$ cat config.mk
export PLATFORM = sky130hd
export DESIGN_NAME = ucom_mtimer
export DESIGN_NICKNAME = d
export VERILOG_FILES = /design/src/rtl/ucom_mtimer.sv
export SDC_FILE = /design/constraint.sdc
export NUM_CORES = 1
export LEC_CHECK = 0
export ABC_AREA = 1
export BUFFER_PORTS_ARGS = -buffer_cell sky130_fd_sc_hd__buf_2
export CAP_MARGIN = 20
export CORE_UTILIZATION = 52
export CTS_BUF_LIST = sky130_fd_sc_hd__clkbuf_2 sky130_fd_sc_hd__clkbuf_4 sky130_fd_sc_hd__clkbuf_8
export CTS_CLUSTER_DIAMETER = 60
export DETAILED_ROUTE_END_ITERATION = 10
export PLACE_DENSITY = 0.75
export SETUP_SLACK_MARGIN = 0.3
export SKIP_LAST_GASP = 1
export SYNTH_ARGS = -nofsm -noshare
export SYNTH_HDL_FRONTEND = slang
export SYNTH_SLANG_ARGS = --single-unit
export TNS_END_PERCENT = 1
$ cat constraint.sdc
create_clock -name clk -period 1.56 [get_ports clk]
set_clock_uncertainty 0.2 [all_clocks]
set_input_delay 0.468 -clock clk [delete_from_list [all_inputs] [get_ports clk]]
set_output_delay 0.468 -clock clk [all_outputs]
set_load 0.005 [all_outputs]
$ cat src/rtl/ucom_mtimer.sv
// ucom_mtimer: a bank of independent down-counting interval timers.
// Each channel is a PRE_W-bit prescaler feeding a CNT_W-bit down counter,
// with one-shot or auto-reload mode, a sticky timeout flag and a stop control.
// Optional build macro TMR_IRQ_EN: when defined, irq is a registered
// |(tm & ie); when undefined, irq is tied low and ie is ignored.
module ucom_mtimer #(
  parameter int CHANNELS = 2,
  parameter int CH_W     = 1,
  parameter int CNT_W    = 6,
  parameter int PRE_W    = 6
) (
  input  logic                clk,
  input  logic                reset,
  input  logic                clk_en,
  input  logic                ld,
  input  logic [CH_W-1:0]     ld_ch,
  input  logic [CNT_W-1:0]    ld_val,
  input  logic                ld_mode,
  input  logic                stop,
  input  logic [CH_W-1:0]     stop_ch,
  input  logic                tm_clr,
  input  logic [CH_W-1:0]     tm_clr_ch,
  input  logic [CHANNELS-1:0] ie,
  output logic [CHANNELS-1:0] tm,
  output logic [CHANNELS-1:0] running,
  output logic                irq
);

  for (genvar k = 0; k < CHANNELS; k++) begin : g_ch
    // Channel index as a select-bus value; selects above CHANNELS-1 never match.
    localparam logic [CH_W-1:0] CH_IDX = CH_W'(k);

    logic [PRE_W-1:0] pcount;
    logic [CNT_W-1:0] bcount;
    logic [CNT_W-1:0] reload;
    logic             mode;
    logic             run;
    logic             flag;

    logic sel_ld;
    logic sel_stop;
    logic sel_clr;

    assign sel_ld   = ld && (ld_ch == CH_IDX);
    assign sel_stop = stop && (stop_ch == CH_IDX);
    assign sel_clr  = tm_clr && (tm_clr_ch == CH_IDX);

    // Channel state: load beats stop/clear/timeout, stop beats the tick,
    // and a timeout set beats a same-cycle clear (later assignment wins).
    always_ff @(posedge clk) begin
      if (!reset) begin
        pcount <= '0;
        bcount <= '0;
        reload <= '0;
        mode   <= 1'b0;
        run    <= 1'b0;
        flag   <= 1'b1;
      end else if (sel_ld) begin
        pcount <= '0;
        bcount <= ld_val;
        reload <= ld_val;
        mode   <= ld_mode;
        run    <= 1'b1;
        flag   <= 1'b0;
      end else begin
        if (sel_clr) begin
          flag <= 1'b0;
        end
        if (sel_stop) begin
          run <= 1'b0;
        end else if (clk_en && run) begin
          pcount <= pcount + 1'b1;
          if (&pcount) begin
            if (bcount != '0) begin
              bcount <= bcount - 1'b1;
            end else begin
              flag <= 1'b1;
              if (mode) begin
                bcount <= reload;
              end else begin
                run <= 1'b0;
              end
            end
          end
        end
      end
    end

    assign tm[k]      = flag;
    assign running[k] = run;
  end

`ifdef TMR_IRQ_EN
  // Combined interrupt, registered so it trails the flags by one cycle.
  always_ff @(posedge clk) begin
    if (!reset) begin
      irq <= 1'b0;
    end else begin
      irq <= |(tm & ie);
    end
  end
`else
  logic unused_ie;
  assign unused_ie = ^ie;
  assign irq       = 1'b0;
`endif

endmodule

==> results of run 1 <==
## cells in the final DEF (no fill, tap or decap), drive strengths merged
master / count
nor2: 39
o211ai: 2
buf: 66
a211oi: 1
xor2: 6
inv: 42
conb: 1
nor3: 3
nand3: 35
nand2: 87
o21ai: 25
clkinv: 1
xnor2: 1
nand4: 3
clkbuf: 7
a21oi: 18
nor3b: 1
ha: 6
dfxtp: 42
nand3b: 1
o22ai: 5
## per-layer routing
metal  GRT usage (%)  vias up  share of wire [%]
met5               0        -                  0
met4            7.98        0                1.3
met3            4.05        6                4.0
met2            40.6       50                 45
met1            31.9     1003                 50
li1                -     1174                  -
## worst min-delay path by stage
stage	startpoint	end	slack (ns)	depth (start not counted)
3_5_place_dp	g_ch[1].reload[1]	g_ch[1].reload[1]	0.24	2
6_report	g_ch[1].reload[1]	g_ch[1].reload[1]	0.25	2
4_1_cts	g_ch[1].reload[2]	g_ch[1].reload[2]	0.25	2
5_1_grt	ld_mode	g_ch[1].mode	0.27	3
2_1_floorplan	g_ch[1].reload[0]	g_ch[1].reload[0]	0.21	2
3_3_place_gp	g_ch[1].reload[2]	g_ch[1].reload[2]	0.23	2
## power by group through the flow
stage               Combinational (mW)  Sequential [mW]  Clock, mW
finish                           0.556             1.15      0.736
global route                     0.623             1.16      0.798
CTS                              0.541             1.15      0.750
detailed placement               0.506             1.18          0
global placement                 0.496             1.17          0
floorplan                        0.334             1.17          0
## kinds of logic after synthesis
group,Yosys count,synth area share (%)
and+or+nand+nor,169,32.4
other,1,0.169
buffers and inverters,52,10.9
xor gates and xnor gates,7,2.76
DFF,42,37.9
adders and majority gates,6,3.38
AOI/OAI and AO/OA,51,12.5
## through the flow
stage / instances / utilization, %
3_3_place_gp: 431 / 65.3
4_1_cts: 440 / 69.3
2_1_floorplan: 328 / -
3_5_place_dp: 431 / 65.3
6_report: 442 / 69.7
5_1_grt: 442 / 69.7
## final cells by class
type                       instances  area, sq um  share of cell area (%)
tap                               50         62.6                    2.21
multi-input combinational        234         1210                    42.9
inverter                          42          160                    5.66
clock buffer                       7         90.1                    3.19
timing repair buffer              66          452                    16.0
clock inverter                     1         5.00                   0.177
sequential                        42          845                    29.9
## timing repair
| item | in CTS | in global routing |
|---|---|---|
| pin swaps | 9 | 3 |
| gates cloned | 0 | 0 |
| resized for setup | 17 | 1 |
| endpoints found under the setup margin | 36 | 41 |
| setup buffers | 1 | 2 |
## sequential cells by signal (all words and copies together), names as in the netlist
signal,count
g_ch.flag,2
g_ch.run,2
g_ch.pcount,12
g_ch.bcount,12
g_ch.mode,2
g_ch.reload,12
## critical path: stages, from the launching register on
cell and delay [ns]:
dfxtp_1 0.31, inv_1 0.08, ha_2 0.18, inv_1 0.05
nor2_2 0.13, buf_4 0.13, nand3_1 0.09, nand2_2 0.12
nand2_4 0.08, o21ai_1 0.13, nor2_1 0.05
==> metrics.yaml, run 1 <==
cts-root-buf: "clkbuf_8"
violations: "setup timing"
gp_congestion: 0.869
drtPass1Iterations: 4
p_seq_share_pct: 47.1
ioPinCount: 23
grt_use_total_pct: 24.4
routed_via_density: 5.05
overflow: 0
core_sq_mm: 0.00406
holdCritPathClass: "reg2reg"
crit_start: "g_ch[0].bcount[1]"
drive_above_1_share_pct: 26.3
path_clk_slew_ns: 0.08
cp-end-kind: "register"
grt_pass1_vias: 1957
power_mw: 2.44
drt-wirelength-per-cell_microns: 11.3
tns_ns: -0.860
period_minus_slack_ns: 1.65
vias: 2233
clock_latency_ns: 0.29
synth_flop_cell: "dfxtp_1"
p_int_mw: 1.75
drt_iter0_markers: 115
cts_buffers: 5
synth_most_common_cell: "nand2_1"
area_growth_pct: 27.5
rows: 23
yosysWarnings: 0
ys_top_cells_by_count: "86 x nand2_1, 42 x dfxtp_1, 39 x inv_1"
r2r_cells: 10
final_area_sq_mm: 0.00283
routed_wl_mm: 4.99
swShare_pct: 28.5
critPathRequiredTime_ns: 1.55
synth_nets: 352
initial_utilization_pct: 54.7
die_h_microns: 67.3
ys_seq_area_share_pct: 37.9
port_buffers: 19
status: "finished, violations left"
dieArea_sq_mm: 0.00453
hold_ws_ns: 0.246
ys_types: 27
die_w_microns: 67.3
synth_top_area_share_pct: 37.9
diodes: 0
ant_nets: 0
cts.htree.levels: 2
grt_antenna_before_repair: 0
crit_path_start_kind: "register"
static-leakage-power_nw: 1.35
p_clk_share_pct: 30.1
irDropWorstVdd_mv: 0.452
rr_startpoint: "g_ch[0].bcount[1]"
pre_cts_ws_ns: -0.165
ys_seq_elements: 42
rsz0062_at_grt: "yes"
share_comb_of_total_power_pct: 22.8
reg2reg_to: "g_ch[0].bcount[3]"
clockBufferDepth: 2
drc_errors: 0
cts_sinks: 42
powerDensity_mw_per_mm2: 864
setup_viol: 14
final_nets: 415
grt_pass1_wl_mm: 8.35
p_sw_uw: 696
cts_hold_buf: 0
cts_tree: "yes"
finalHoldViolations: 0
final.period_utilization_pct: 106
synth_edf_count: 0
arrival_ns: 1.64
async_flop_share_pct: 0
slew_viol_final: 0
reg2reg_setup_slack_ns: -0.09
grt_max_degree: 18
layout_setup_ws_ns: -0.0890
n_fill_cell: 352
cp_max_fo: 6
netlist_instances: 328
synthTopCellsByArea: "dfxtp_1 38%, nand2_1 15%, nand3_1 7.9%, inv_1 6.6%, nor2_1 5.6%"
netlist_area_sq_mm: 0.00222
worstSetupEndpoint: "g_ch[0].bcount[3]"
dpl-instance-area_sq_mm: 0.00265
fmax_ghz: 0.606
synth.largest_area_cell: "dfxtp_1"
dp_hpwl_mm: 3.67
max_cap_viol_count: 0
critPathKind: "reg2reg"
synth.avg_cell_area_sq_um: 6.76
Note: power is estimated with default switching activity, not from simulation.
==> run 2, diff against run 1 <==
--- a/config.mk
+++ b/config.mk
@@ -12,7 +12,7 @@
 export CTS_BUF_LIST = sky130_fd_sc_hd__clkbuf_2 sky130_fd_sc_hd__clkbuf_4 sky130_fd_sc_hd__clkbuf_8
 export CTS_CLUSTER_DIAMETER = 60
 export DETAILED_ROUTE_END_ITERATION = 10
-export PLACE_DENSITY = 0.75
+export PLACE_DENSITY = 0.79
 export SETUP_SLACK_MARGIN = 0.3
 export SKIP_LAST_GASP = 1
 export SYNTH_ARGS = -nofsm -noshare
==> run 2 against run 1 <==
The flow still finishes with violations (setup timing). Critical path type unchanged. Worst setup slack better by 0.018 ns. Clock power shrank 5.0%. Cell count decreased by 1.4%. Worst hold slack better by 0.0040 ns. Global-route usage barely moved.
==> metrics.yaml, run 2 (synthesis results as in run 1) <==
status: "finished, violations left"
violations: "setup timing"
clock_latency_ns: 0.29  # about the same
finalHoldViolations: 0  # unchanged
dieArea_sq_mm: 0.00453  # unchanged
core_sq_mm: 0.00406  # unchanged
grt_max_degree: 18  # unchanged
mostFrequentLayoutCell: "nand2_1"
power_mw: 2.40  # -1.7%
crit_path_start_kind: "register"
fmax_ghz: 0.613  # +1.1%
final.period_utilization_pct: 105  # -1.2 points
reg_top3: "g_ch.bcount x12, g_ch.pcount x12, g_ch.reload x12"
cts.htree.levels: 2  # unchanged
powerDensity_mw_per_mm2: 857  # -0.85%
grt_pass1_wl_mm: 8.36  # about the same
critPathKind: "reg2reg"
rsz0062_at_grt: "yes"
met3_length_microns: 236  # +17%
final_cell_mix: "84 x nand2_1, 41 x buf_4, 37 x dfxtp_1, 35 x inv_1, 33 x nand3_1"
cts-root-buf: "clkbuf_8"
die_w_microns: 67.3  # unchanged
gp_congestion: 0.827  # -4.9%
overflow: 0  # unchanged
vias: 2217  # -0.72%
grt_antenna_before_repair: 0  # unchanged
diodes: 0  # unchanged
crit_start: "g_ch[0].bcount[0]"
die_h_microns: 67.3  # unchanged
final_area_sq_mm: 0.00280  # -0.88%
grt_pass1_vias: 1933  # -1.2%
final_nets: 410  # -1.2%
cp_max_fo: 6  # unchanged
fin_util_pct: 69.1  # -0.62 points
cp-end-kind: "register"
drt_iter0_markers: 149  # +30%
reg2reg_setup_slack_ns: -0.07  # +0.02 ns
reg2reg_to: "g_ch[0].bcount[3]"
r2r_cells: 11  # +1
routed_via_density: 5.08  # +0.65%
cts_tree: "yes"
cts_sinks: 42  # unchanged
setup_viol: 9  # -5
path_clk_slew_ns: 0.08  # about the same
cts_buffers: 5  # unchanged
period_minus_slack_ns: 1.63  # -0.0182 ns
drtPass1Iterations: 4  # unchanged
clockBufferDepth: 2  # unchanged
routed_wl_mm: 5.08  # +1.8%
pre_cts_ws_ns: -0.180  # -0.0149 ns
holdCritPathClass: "reg2reg"
irDropWorstVdd_mv: 0.545  # +20%
worstSetupEndpoint: "g_ch[0].bcount[3]"
dp_hpwl_mm: 3.83  # +4.2%
drc_errors: 0  # unchanged
static-leakage-power_nw: 1.32  # -1.9%
dpl-instance-area_sq_mm: 0.00264  # -0.38%
wl_met1_mm: 2.47  # -0.20%
max_cap_viol_count: 0  # unchanged
rr_startpoint: "g_ch[0].bcount[0]"
hold_start: "g_ch[1].reload[1]"
initial_utilization_pct: 54.7  # unchanged
drive_above_1_share_pct: 25.9  # -0.37 points
rows: 23  # unchanged
grt_use_total_pct: 24.4  # about the same
ant_nets: 0  # unchanged
critPathRequiredTime_ns: 1.55  # about the same
slew_viol_final: 0  # unchanged
arrival_ns: 1.62  # -0.02 ns
drt-wirelength-per-cell_microns: 11.6  # +3.2%
top_layer_used: "met4"
area_growth_pct: 26.3
n_fill_cell: 325  # -7.7%
port_buffers: 19  # unchanged
cts_hold_buf: 0  # unchanged
layout_setup_ws_ns: -0.0708  # +0.0182 ns
wl_met2_mm: 2.30  # +2.5%
ioPinCount: 23  # unchanged
[run 2: routing by layer]
layer,GRT usage [%],vias up
met4,7.98,0
met5,0,-
met2,40.6,53
met1,31.6,988
met3,4.56,8
li1,-,1168
[run 2: repair_timing]
item	in CTS	in global routing
resized for setup	14	9
endpoints found under the setup margin	33	41
hold endpoints to repair	0	0
pin swaps	7	1
cloned	0	0
setup buffers	0	1
[run 2: stage by stage]
stage / cells / TNS (ns) / hold slack (ns)
after floorplan: 328 / 0 / 0.214
after global placement: 428 / -1.50 / 0.228
after detailed placement: 428 / -2.28 / 0.235
after CTS: 435 / -0.658 / 0.251
after global routing: 436 / -1.95 / 0.263
final: 436 / -0.444 / 0.250
[run 2: final cells by class]
type / instances / area [sq um] / area share (%)
Inverter: 42 / 160 / 5.71
Sequential cell: 42 / 847 / 30.2
Timing Repair Buffer: 61 / 423 / 15.1
Tap cell: 50 / 62.6 / 2.23
Clock buffer: 7 / 83.8 / 2.99
Multi-Input combinational cell: 234 / 1230 / 43.8
[run 2: how the worst min path moves through the flow]
stage	cells past startpoint	slack (ns)	end
global placement	2	0.23	g_ch[1].reload[0]
finish	2	0.25	g_ch[1].reload[1]
global route	3	0.26	g_ch[1].bcount[3]
floorplan	2	0.21	g_ch[1].reload[0]
CTS	2	0.25	g_ch[1].reload[1]
detailed placement	2	0.24	g_ch[1].reload[1]
[run 2: power by group]
| part | internal [mW] | switching [mW] |
|---|---|---|
| logic | 0.241 | 0.309 |
| registers | 1.12 | 0.0304 |
| clock network | 0.344 | 0.355 |
| total | 1.71 | 0.694 |
[run 2: critical path: stages, from the launching register on]
cell,delay [ns]
dfxtp_1,0.31
inv_1,0.05
ha_1,0.22
inv_2,0.08
nor2_4,0.04
buf_4,0.13
nand3_1,0.08
nand2_2,0.08
nand2_4,0.11
nand2_1,0.06
a21oi_1,0.12
nor2_1,0.05
==> run 3, diff against run 2 <==
--- a/config.mk
+++ b/config.mk
@@ -12,7 +12,7 @@
 export CTS_BUF_LIST = sky130_fd_sc_hd__clkbuf_2 sky130_fd_sc_hd__clkbuf_4 sky130_fd_sc_hd__clkbuf_8
 export CTS_CLUSTER_DIAMETER = 60
 export DETAILED_ROUTE_END_ITERATION = 10
-export PLACE_DENSITY = 0.79
+export PLACE_DENSITY = 0.82
 export SETUP_SLACK_MARGIN = 0.3
 export SKIP_LAST_GASP = 1
 export SYNTH_ARGS = -nofsm -noshare
==> run 3 against run 2 <==
The run still ends with setup timing left. Flip-flop and latch count unchanged. Worst setup slack got worse by 0.013 ns. Design area increased by 2.4%. Critical path depth unchanged. Via count increased by 3.3%. Die area unchanged. Total power increased by 0.57%. Combinational power increased by 0.7%. Count of clock-buffer cells in the layout unchanged. Cell count increased by 0.92%. Worst hold slack got worse by 0.0054 ns.
==> metrics.yaml, run 3 (synthesis results as in run 1) <==
status: "finished, violations left"
violations: "setup timing"
fin_util_pct: 70.7  # +1.7 points
fmax_ghz: 0.608  # -0.78%
r2r_cells: 11  # unchanged
dp.cells: 428  # unchanged
period_minus_slack_ns: 1.64  # +0.0128 ns
dpl-instance-area_sq_mm: 0.00263  # -0.47%
routed_wl_mm: 5.48  # +7.9%
irDropWorstVdd_mv: 0.506  # -7.2%
routed_via_density: 5.20  # +2.4%
dieArea_sq_mm: 0.00453  # unchanged
arrival_ns: 1.64  # +0.02 ns
die_w_microns: 67.3  # unchanged
rr_startpoint: "g_ch[1].pcount[1]"
finalHoldViolations: 0  # unchanged
path_clk_slew_ns: 0.08  # about the same
die_h_microns: 67.3  # unchanged
cts_hold_buf: 0  # unchanged
cts_tree: "yes"
cp_cell_sequence: "ha_4 > nand2_2 > nor2_2 > nand2_1 > nor2_2 > nand2_2 > buf_6 > nand3_2 > nand2_1 > nand2_1 > nand2_1"
grt_pass1_wl_mm: 8.89  # +6.4%
overflow: 0  # unchanged
port_buffers: 19  # unchanged
reg2reg_to: "g_ch[1].bcount[4]"
gp_congestion: 0.854  # +3.2%
vias: 2290  # +3.3%
cp_max_fo: 4  # -2
hold_end: "g_ch[1].reload[0]"
powerDensity_mw_per_mm2: 841  # -1.8%
drtPass1Iterations: 4  # unchanged
crit_top_cell: "nand2_1"
hold_start: "g_ch[1].reload[0]"
grt_max_degree: 18  # unchanged
rows: 23  # unchanged
rsz0062_at_grt: "yes"
critPathKind: "reg2reg"
final_area_sq_mm: 0.00287  # +2.4%
cp.buffers_inverters: 1  # -2
ioPinCount: 23  # unchanged
grt_pass1_vias: 2056  # +6.4%
drt-wirelength-per-cell_microns: 12.4  # +6.9%
cp-end-kind: "register"
crit_path_max_incr_delay_ns: 0.36  # +0.05 ns
area_growth_pct: 29.4
holdCritPathClass: "reg2reg"
clock_latency_ns: 0.30  # about the same
cts_sinks: 42  # unchanged
static-leakage-power_nw: 1.34  # +1.6%
core_sq_mm: 0.00406  # unchanged
final_cell_mix: "83 x nand2_1, 45 x buf_4, 35 x dfxtp_1, 33 x inv_1, 31 x nand3_1"
drive_above_1_share_pct: 29.0  # +3.1 points
drc_errors: 0  # unchanged
grt_use_total_pct: 26.4  # +2.0 points
setup_viol: 13  # +4
finalNonFillerCells: 440  # +0.92%
tns_ns: -0.461  # -0.0174 ns
mostFrequentLayoutCell: "nand2_1"
drt_iter0_markers: 129  # -13%
n_fill_cell: 320  # -1.5%
cts.htree.levels: 2  # unchanged
final_nets: 414  # +0.98%
cts_buffers: 5  # unchanged
crit_path_start_kind: "register"
hold_ws_ns: 0.244  # -0.00540 ns
cts-root-buf: "clkbuf_8"
reg2reg_setup_slack_ns: -0.08  # about the same
reg_top3: "g_ch.bcount x12, g_ch.pcount x12, g_ch.reload x12"
max_cap_viol_count: 0  # unchanged
diodes: 0  # unchanged
cp_slowest_cell: "dfxtp_2"
dp_hpwl_mm: 3.90  # +1.9%
final.period_utilization_pct: 105  # +0.82 points
hold_depth: 2  # unchanged
grt_antenna_before_repair: 0  # unchanged
layout_setup_ws_ns: -0.0836  # -0.0128 ns
slew_viol_final: 0  # unchanged
initial_utilization_pct: 54.7  # unchanged
clockBufferDepth: 2  # unchanged
critPathRequiredTime_ns: 1.55  # about the same
cp_top_family: "simple AND/OR/NAND/NOR gates"
ant_nets: 0  # unchanged
run 3: how the worst max path moves through the flow:
stage,start,to,slack (ns),cells after the start
final,g_ch[1].pcount[1],g_ch[1].bcount[4],-0.08,11
after global routing,g_ch[0].bcount[1],g_ch[0].bcount[1],-0.17,11
after CTS,g_ch[1].pcount[1],g_ch[1].bcount[3],-0.07,11
after detailed placement,stop_ch,g_ch[0].pcount[5],-0.15,9
after global placement,stop_ch,g_ch[0].pcount[5],-0.13,9
after floorplan,g_ch[1].bcount[1],g_ch[1].bcount[0],0.009,11
run 3: cell type report:
class | instances | area [sq um] | share of cell area [%]
inverter | 42 | 160 | 5.58
clock buffer | 7 | 83.8 | 2.92
sequential | 42 | 850 | 29.6
multi-input combinational | 234 | 1270 | 44.2
tap | 50 | 62.6 | 2.18
timing repair buffer | 65 | 444 | 15.5
run 3: where the power goes:
group | total [mW] | switching, mW | internal, mW
combinational | 0.554 | 0.314 | 0.240
sequential | 1.16 | 0.0353 | 1.12
clock | 0.703 | 0.360 | 0.343
total | 2.42 | 0.709 | 1.71
run 3: per-stage QoR:
step	worst slack (ns)	total power [mW]
6_report	-0.0836	2.42
5_1_grt	-0.166	2.53
4_1_cts	-0.0654	2.40
3_5_place_dp	-0.149	1.67
3_3_place_gp	-0.131	1.65
2_1_floorplan	0.00881	1.51
run 3: metal layers:
metal	GRT usage, %	vias up	wire length [microns]
met2	44.5	84	2620
met5	0	-	0
li1	-	1172	-
met4	11.4	0	86
met1	32.5	1026	2380
met3	5.07	8	384
run 3: worst register-to-register path, stage by stage, from the launching register on:
cell and delay (ns):
dfxtp_2 0.36, ha_4 0.14, nand2_2 0.04, nor2_2 0.11
nand2_1 0.09, nor2_2 0.12, nand2_2 0.12, buf_6 0.14
nand3_2 0.05, nand2_1 0.06, nand2_1 0.06, nand2_1 0.05
run 3: what timing repair did:
action | 4_1_cts | 5_1_grt
gates resized for setup | 30 | 4
setup buffers | 5 | 0
pin swaps | 19 | 3
endpoints found under the setup margin | 31 | 37
